### src/rtl/wb_scratch_responder.sv
// Wishbone classic responder: read-only ID word, 16-bit transfer counter and a small
// bank of byte-writable scratch words, with a fixed number of wait states before ACK.
module wb_scratch_responder #(
    parameter logic [13:0] BASE_ADDR   = 14'h0000,
    parameter int          NWORDS      = 4,
    parameter int          WAIT_STATES = 1,
    parameter logic [31:0] ID_VALUE    = 32'h7474_0401
) (
    input  logic        clk,
    input  logic        reset,
    input  logic        wb_CYC,
    input  logic        wb_STB,
    input  logic        wb_WE,
    input  logic [13:0] wb_ADR,
    input  logic [31:0] wb_DAT_MOSI,
    input  logic [3:0]  wb_SEL,
    output logic        wb_ACK,
    output logic [31:0] wb_DAT_MISO
);

    typedef enum logic [1:0] {IDLE, WAIT, ACK, DONE} state_t;

    state_t      state;
    logic [2:0]  wait_cnt;
    logic [15:0] txcnt;
    logic [31:0] scratch [NWORDS];

    logic        req_we;
    logic [13:0] req_adr;
    logic [31:0] req_dat;
    logic [3:0]  req_sel;

    logic [13:0] offset;
    logic        hit;
    logic [31:0] rd_word;

    // Offset is compared in 15 bits so a window near the top of the space cannot wrap.
    always_comb begin
        offset = req_adr - BASE_ADDR;
        hit    = (req_adr >= BASE_ADDR) && ({1'b0, offset} < 15'(NWORDS + 2));
    end

    always_comb begin
        rd_word = '0;
        if (hit) begin
            if (offset == 14'd0)
                rd_word = ID_VALUE;
            else if (offset == 14'd1)
                rd_word = {16'h0000, txcnt};
            for (int i = 0; i < NWORDS; i++)
                if (offset == 14'(i + 2))
                    rd_word = scratch[i];
        end
    end

    always_ff @(posedge clk) begin
        if (reset) begin
            state       <= IDLE;
            wait_cnt    <= '0;
            txcnt       <= '0;
            wb_ACK      <= 1'b0;
            wb_DAT_MISO <= '0;
            req_we      <= 1'b0;
            req_adr     <= '0;
            req_dat     <= '0;
            req_sel     <= '0;
            for (int i = 0; i < NWORDS; i++)
                scratch[i] <= '0;
        end else begin
            case (state)
                IDLE: begin
                    wb_ACK      <= 1'b0;
                    wb_DAT_MISO <= '0;
                    if (wb_CYC && wb_STB) begin
                        req_we   <= wb_WE;
                        req_adr  <= wb_ADR;
                        req_dat  <= wb_DAT_MOSI;
                        req_sel  <= wb_SEL;
                        wait_cnt <= 3'(WAIT_STATES);
                        // A zero count makes WAIT a single pass-through cycle, keeping latency at WAIT_STATES+1.
                        state    <= WAIT;
                    end
                end
                WAIT: begin
                    if (wait_cnt == 3'd0) begin
                        state       <= ACK;
                        wb_ACK      <= 1'b1;
                        wb_DAT_MISO <= req_we ? 32'h0 : rd_word;
                        txcnt       <= txcnt + 16'd1;
                        if (req_we && hit) begin
                            if (offset == 14'd1)
                                txcnt <= '0;
                            for (int i = 0; i < NWORDS; i++)
                                if (offset == 14'(i + 2))
                                    for (int b = 0; b < 4; b++)
                                        if (req_sel[b])
                                            scratch[i][8*b +: 8] <= req_dat[8*b +: 8];
                        end
                    end else if (!wb_CYC) begin
                        state <= IDLE;
                    end else begin
                        wait_cnt <= wait_cnt - 3'd1;
                    end
                end
                ACK: begin
                    wb_ACK      <= 1'b0;
                    wb_DAT_MISO <= '0;
                    state       <= wb_STB ? DONE : IDLE;
                end
                DONE: begin
                    wb_ACK      <= 1'b0;
                    wb_DAT_MISO <= '0;
                    if (!wb_STB)
                        state <= IDLE;
                end
                default: state <= IDLE;
            endcase
        end
    end

endmodule

### config.mk
export PLATFORM = sky130hd
export DESIGN_NAME = wb_scratch_responder
export DESIGN_NICKNAME = d
export VERILOG_FILES = /design/src/rtl/wb_scratch_responder.sv
export SDC_FILE = /design/constraint.sdc
export NUM_CORES = 1
export LEC_CHECK = 0
export CORE_MARGIN = 2
export CORE_UTILIZATION = 30
export CTS_CLUSTER_SIZE = 25
export DETAILED_ROUTE_END_ITERATION = 7
export HOLD_SLACK_MARGIN = 0.1
export PLACE_DENSITY_LB_ADDON = 0.1
export SLEW_MARGIN = 25
export SYNTH_ARGS = -nofsm -noshare
export SYNTH_HDL_FRONTEND = slang
export SYNTH_SLANG_ARGS = --single-unit
### constraint.sdc
create_clock -name clk -period 3.2 [get_ports clk]
set_input_delay 0.64 -clock clk [delete_from_list [all_inputs] [get_ports clk]]
set_output_delay 0.64 -clock clk [all_outputs]
set_load 0.005 [all_outputs]
# == Word level (Yosys, flattened, before mapping) ==
# Memory sizes are Yosys's and may differ from the RTL's.
# Index checks and enable logic that the tools add are counted.
# totals
latch_bits,0
regBits,105
n_memories,1
mem_bits_rw,128
romBits,0
output_inout_bits,33
# mem_list
name,depth,width,rd,rd_ports_with_merged_regs,write_ports,line_no,rtl
scratch,4,32,4,0,4,26,logic [31:0] scratch [NWORDS];
# classes
div_mod_pow,0
add_sub_neg,2
order_cmp,2
reduce_logical,12
shifts,0
mul,0
muxes,142
n_eq_ne,14
n_bitwise,16
# op_table
operator,count
32-bit two-way mux,7
8-bit two-way mux,16
1-bit two-way mux,103
32-bit one-hot mux with 2 select lines,1
16-bit two-way mux,3
31-bit two-way mux,1
"14-bit by 2-bit equality test with 1-bit output, second input constant",2
"14-bit by 3-bit equality test with 1-bit output, second input constant",2
"16-bit by 1-bit adder with 16-bit output, second input constant",1
1-bit bitwise OR,16
"14-bit by 1-bit equality test with 1-bit output, second input constant",1
"14-bit by 1-bit >= comparator with 1-bit output, second input constant",1
14-bit zero test,1
"14-bit by 3-bit less-than comparator with 1-bit output, second input constant",1
2-bit two-way mux,5
"2-bit inequality test, second input constant",5
3-bit two-way mux,3
2-bit one-hot mux with 4 select lines,1
3-bit one-hot mux with 2 select lines,1
"2-bit equality test, second input constant",2
2-bit AND reduction,2
4-bit AND reduction,1
1-bit logical AND,3
3-bit zero test,1
8 further kinds,8

# == Depth between registers and ports, before layout ==
# depth
word_depth,11
mapped_depth,9
mapped_depth_nobuf,7

# == Least setup slack after synthesis ==
# OpenSTA, ideal clock, no wires.
# synth_timing
path_type,reg-to-reg
start,register req_adr[3]
end,"memory scratch[1][0], enable pin"
setup_time_ns,0.326
path_buffers,2
arrival_ns,1.814
path_slack_ns,1.060
path_stages_with_launch,6
cell_sequence,dfxtp_1 -> clkbuf_2 -> or4bb_1 -> clkbuf_1 -> nor3_1 -> a21o_1
# synth_lines
item,line_no,rtl
"start, declared",29,logic [13:0] req_adr;
"start signal, assigned",76,req_adr <= wb_ADR;
"end, declared",26,

==> run metrics <==
Vias/cell 4.822; # diodes 0; Slew @ Worst Pin 731.8 ps; initial antenna violation count 0; CP Class flop to flop; Critical Path RT 3370 ps; layout cells sized above 1 9.604%; FF+latch count, synth 233; DR pass1 iterations 5; Synth cell types 60; post-synthesis instance total 1,020; CP Max Fanout 8; RD Place Congestion 0.7669; CTS tree built; pwr dens 552.4 nW/um^2; crit end category flop; total gr overflow 0; Final Cycle Share 79.18%; sequential power share 48.5%; die width 186.5 um; Worst IR Drop VDD 344.5 uV; unrepaired setup endpoints after global routing no; Worst-path clk slew 60 ps; first-pass GRT wire length 46,130 um; Slew HR 51.11%; hold slack final 434.2 ps; Synth Flop Type edfxtp_1; post-route cell area 12,350 sq um; status completed; Mapped Area 9992 sq um; die area 34,780 sq um; die height 186.5 um; Setup-failing EPs final 0; maximum number of pins on one net before global-route repair 52; row count 66; Syn Nets 1,078; Port Buffer Count 87; DRC 0; setup TNS 0 ps; area grow syn2layout 23.64%; post-CTS setup buffers 0; max-cap viol count 0; clock share of power 44.0%; minimum clock period 2534 ps; vias in the first global route 7,523; Fin. Hold Viols 0; mean cell area of the mapped netlist 9.796 sq um; Inst Count DP 1,525; vias post-DR 7,604; DR iter-0 viols 511; Final Skew 13.43 ps; Hold Crit Class flop to flop; CTS max path bufs 3; multi-input logic area 3751 sq um; global-route usage over all layers 16.99%; latest clock arrival within the worst-skew pair 540 ps; hpwl dp 20,460 um; TritonCTS Buffers 28; warnings from Yosys 0; Clock Root Buffer clkbuf_16; hold buffers post-CTS 0; Max Clk Rate 394.6 MHz; register area share after synthesis 59.50%; Resize count post-CTS 0; Slew Limit Fails 0; post-layout power 6.824 mW; Sink Count 233; Post-synth ARST share 0%; Comb power frac 7.5%; Worst Setup Start Kind flop; DP Area 11,490 sq um; leakage power 4.169 nW; Sw Share 23.97%; core area 32,700 sq um; Filler cells 3,357; nets 1,171; WL final 29,790 um; fin cells 1,577; remaining antenna violation count 0; Post-synth EDFFs 128; sequential standard cell area 5948 sq um; Ports 88; # H-tree levels 1; WP data arrival 2710 ps; initial cell density of the core 30.56%; switching power 1.635 mW; WL/cell 18.89 um; internal power 5.189 mW
[worst paths after layout]
check                       start               to  slack, ps  cells past startpoint
hold / removal    wb_DAT_MISO[13]  wb_DAT_MISO[13]        430                      2
hold reg to reg   wb_DAT_MISO[13]  wb_DAT_MISO[13]        430                      2
setup / recovery      wait_cnt[0]   scratch[3][25]        670                      7
setup reg to reg      wait_cnt[0]   scratch[3][25]        670                      7
[cell usage in the layout (no fill, tap or decap), types with 9 or more instances in the layout]
| cell type | count |
|---|---|
| o21ai_1 | 22 |
| nand4_1 | 12 |
| nor2_1 | 156 |
| o21ai_0 | 16 |
| o21a_1 | 20 |
| and2_1 | 32 |
| clkbuf_16 | 29 |
| clkdlybuf4s50_1 | 86 |
| edfxtp_1 | 128 |
| nand2_1 | 196 |
| o221ai_1 | 15 |
| inv_1 | 14 |
| a21oi_1 | 88 |
| buf_4 | 42 |
| xnor2_1 | 9 |
| a2111oi_0 | 13 |
| a21o_1 | 16 |
| a22oi_1 | 18 |
| dfxtp_1 | 103 |
| nor3_1 | 12 |
[per-stage QoR]
stage          setup slack, ps  utilization (%)
2_1_floorplan             1060                -
3_3_place_gp             683.6            35.12
3_5_place_dp             681.6            35.12
4_1_cts                  650.4            37.78
5_1_grt                  546.9            37.78
6_report                 666.1            37.78
[registers in the layout, indices dropped and copies added, names as in the netlist]
register,flops
state,2
req_we,1
txcnt,16
wb_ACK,1
req_adr,14
scratch,128
wait_cnt,3
req_sel,4
req_dat,32
wb_DAT_MISO,32
[final cells by class]
class	instances	share of cell area, %
Sequential cell	233	48.15
Clock buffer	42	6.573
Inverter	14	0.4254
Multi-Input combinational cell	707	30.36
Tap cell	442	4.476
Clock inverter	10	0.4557
Timing Repair Buffer	129	9.560
[power by group through the flow]
stage / clock network (mW) / logic (mW) / registers [mW]
after floorplan: 0 / 0.293 / 3.34
after global placement: 0 / 0.517 / 3.37
after detailed placement: 0 / 0.520 / 3.37
after CTS: 3.09 / 0.522 / 3.31
after global routing: 3.19 / 0.571 / 3.32
final: 3.00 / 0.515 / 3.31
[Yosys cell counts, drive strengths merged (4+ instances only)]
library cell | count | share of area (%)
nand2 | 196 | 7.4
nor2 | 157 | 5.9
edfxtp | 128 | 38
dfxtp | 105 | 21
a21oi | 88 | 4.4
clkbuf | 48 | 1.8
o21ai | 38 | 1.9
and2 | 32 | 2.0
o21a | 20 | 1.5
a22oi | 18 | 1.4
buf | 18 | 0.88
a21o | 16 | 1.2
o221ai | 15 | 1.3
a2111oi | 14 | 1.2
inv | 14 | 0.53
nor3 | 14 | 0.81
nand4 | 12 | 0.75
nor2b | 11 | 0.86
xnor2 | 9 | 0.79
a211oi | 7 | 0.53
nand3 | 7 | 0.40
nor4 | 6 | 0.74
xor2 | 6 | 0.53
nand2b | 4 | 0.25
[cell families after synthesis]
family                   synth area share [%]
buffers and inverters                   3.218
AO/OA/AOI/OAI                           14.24
AND/OR/NAND/NOR                         21.25
multiplexers                           0.1002
flip-flops                              59.50
XOR/XNOR                                1.315
adder cells (fa/ha/maj)                0.3757
[worst max-delay path, stage by stage, from the launching register on]
cell	delay (ps)
dfxtp_1	310
inv_1	90
ha_1	170
and4bb_2	260
and4_1	290
nand3_2	170
nor2_1	370
a21o_1	510
[routing by layer]
metal  share of wire (%)  routed length [um]  global-route usage, %
met3                 4.5                1349                  2.313
met4                 1.7                 503                  4.182
met1                  51               15310                  26.18
met5                   0                   0                      0
met2                  42               12620                  24.97
(Power assumes the default switching activity.)
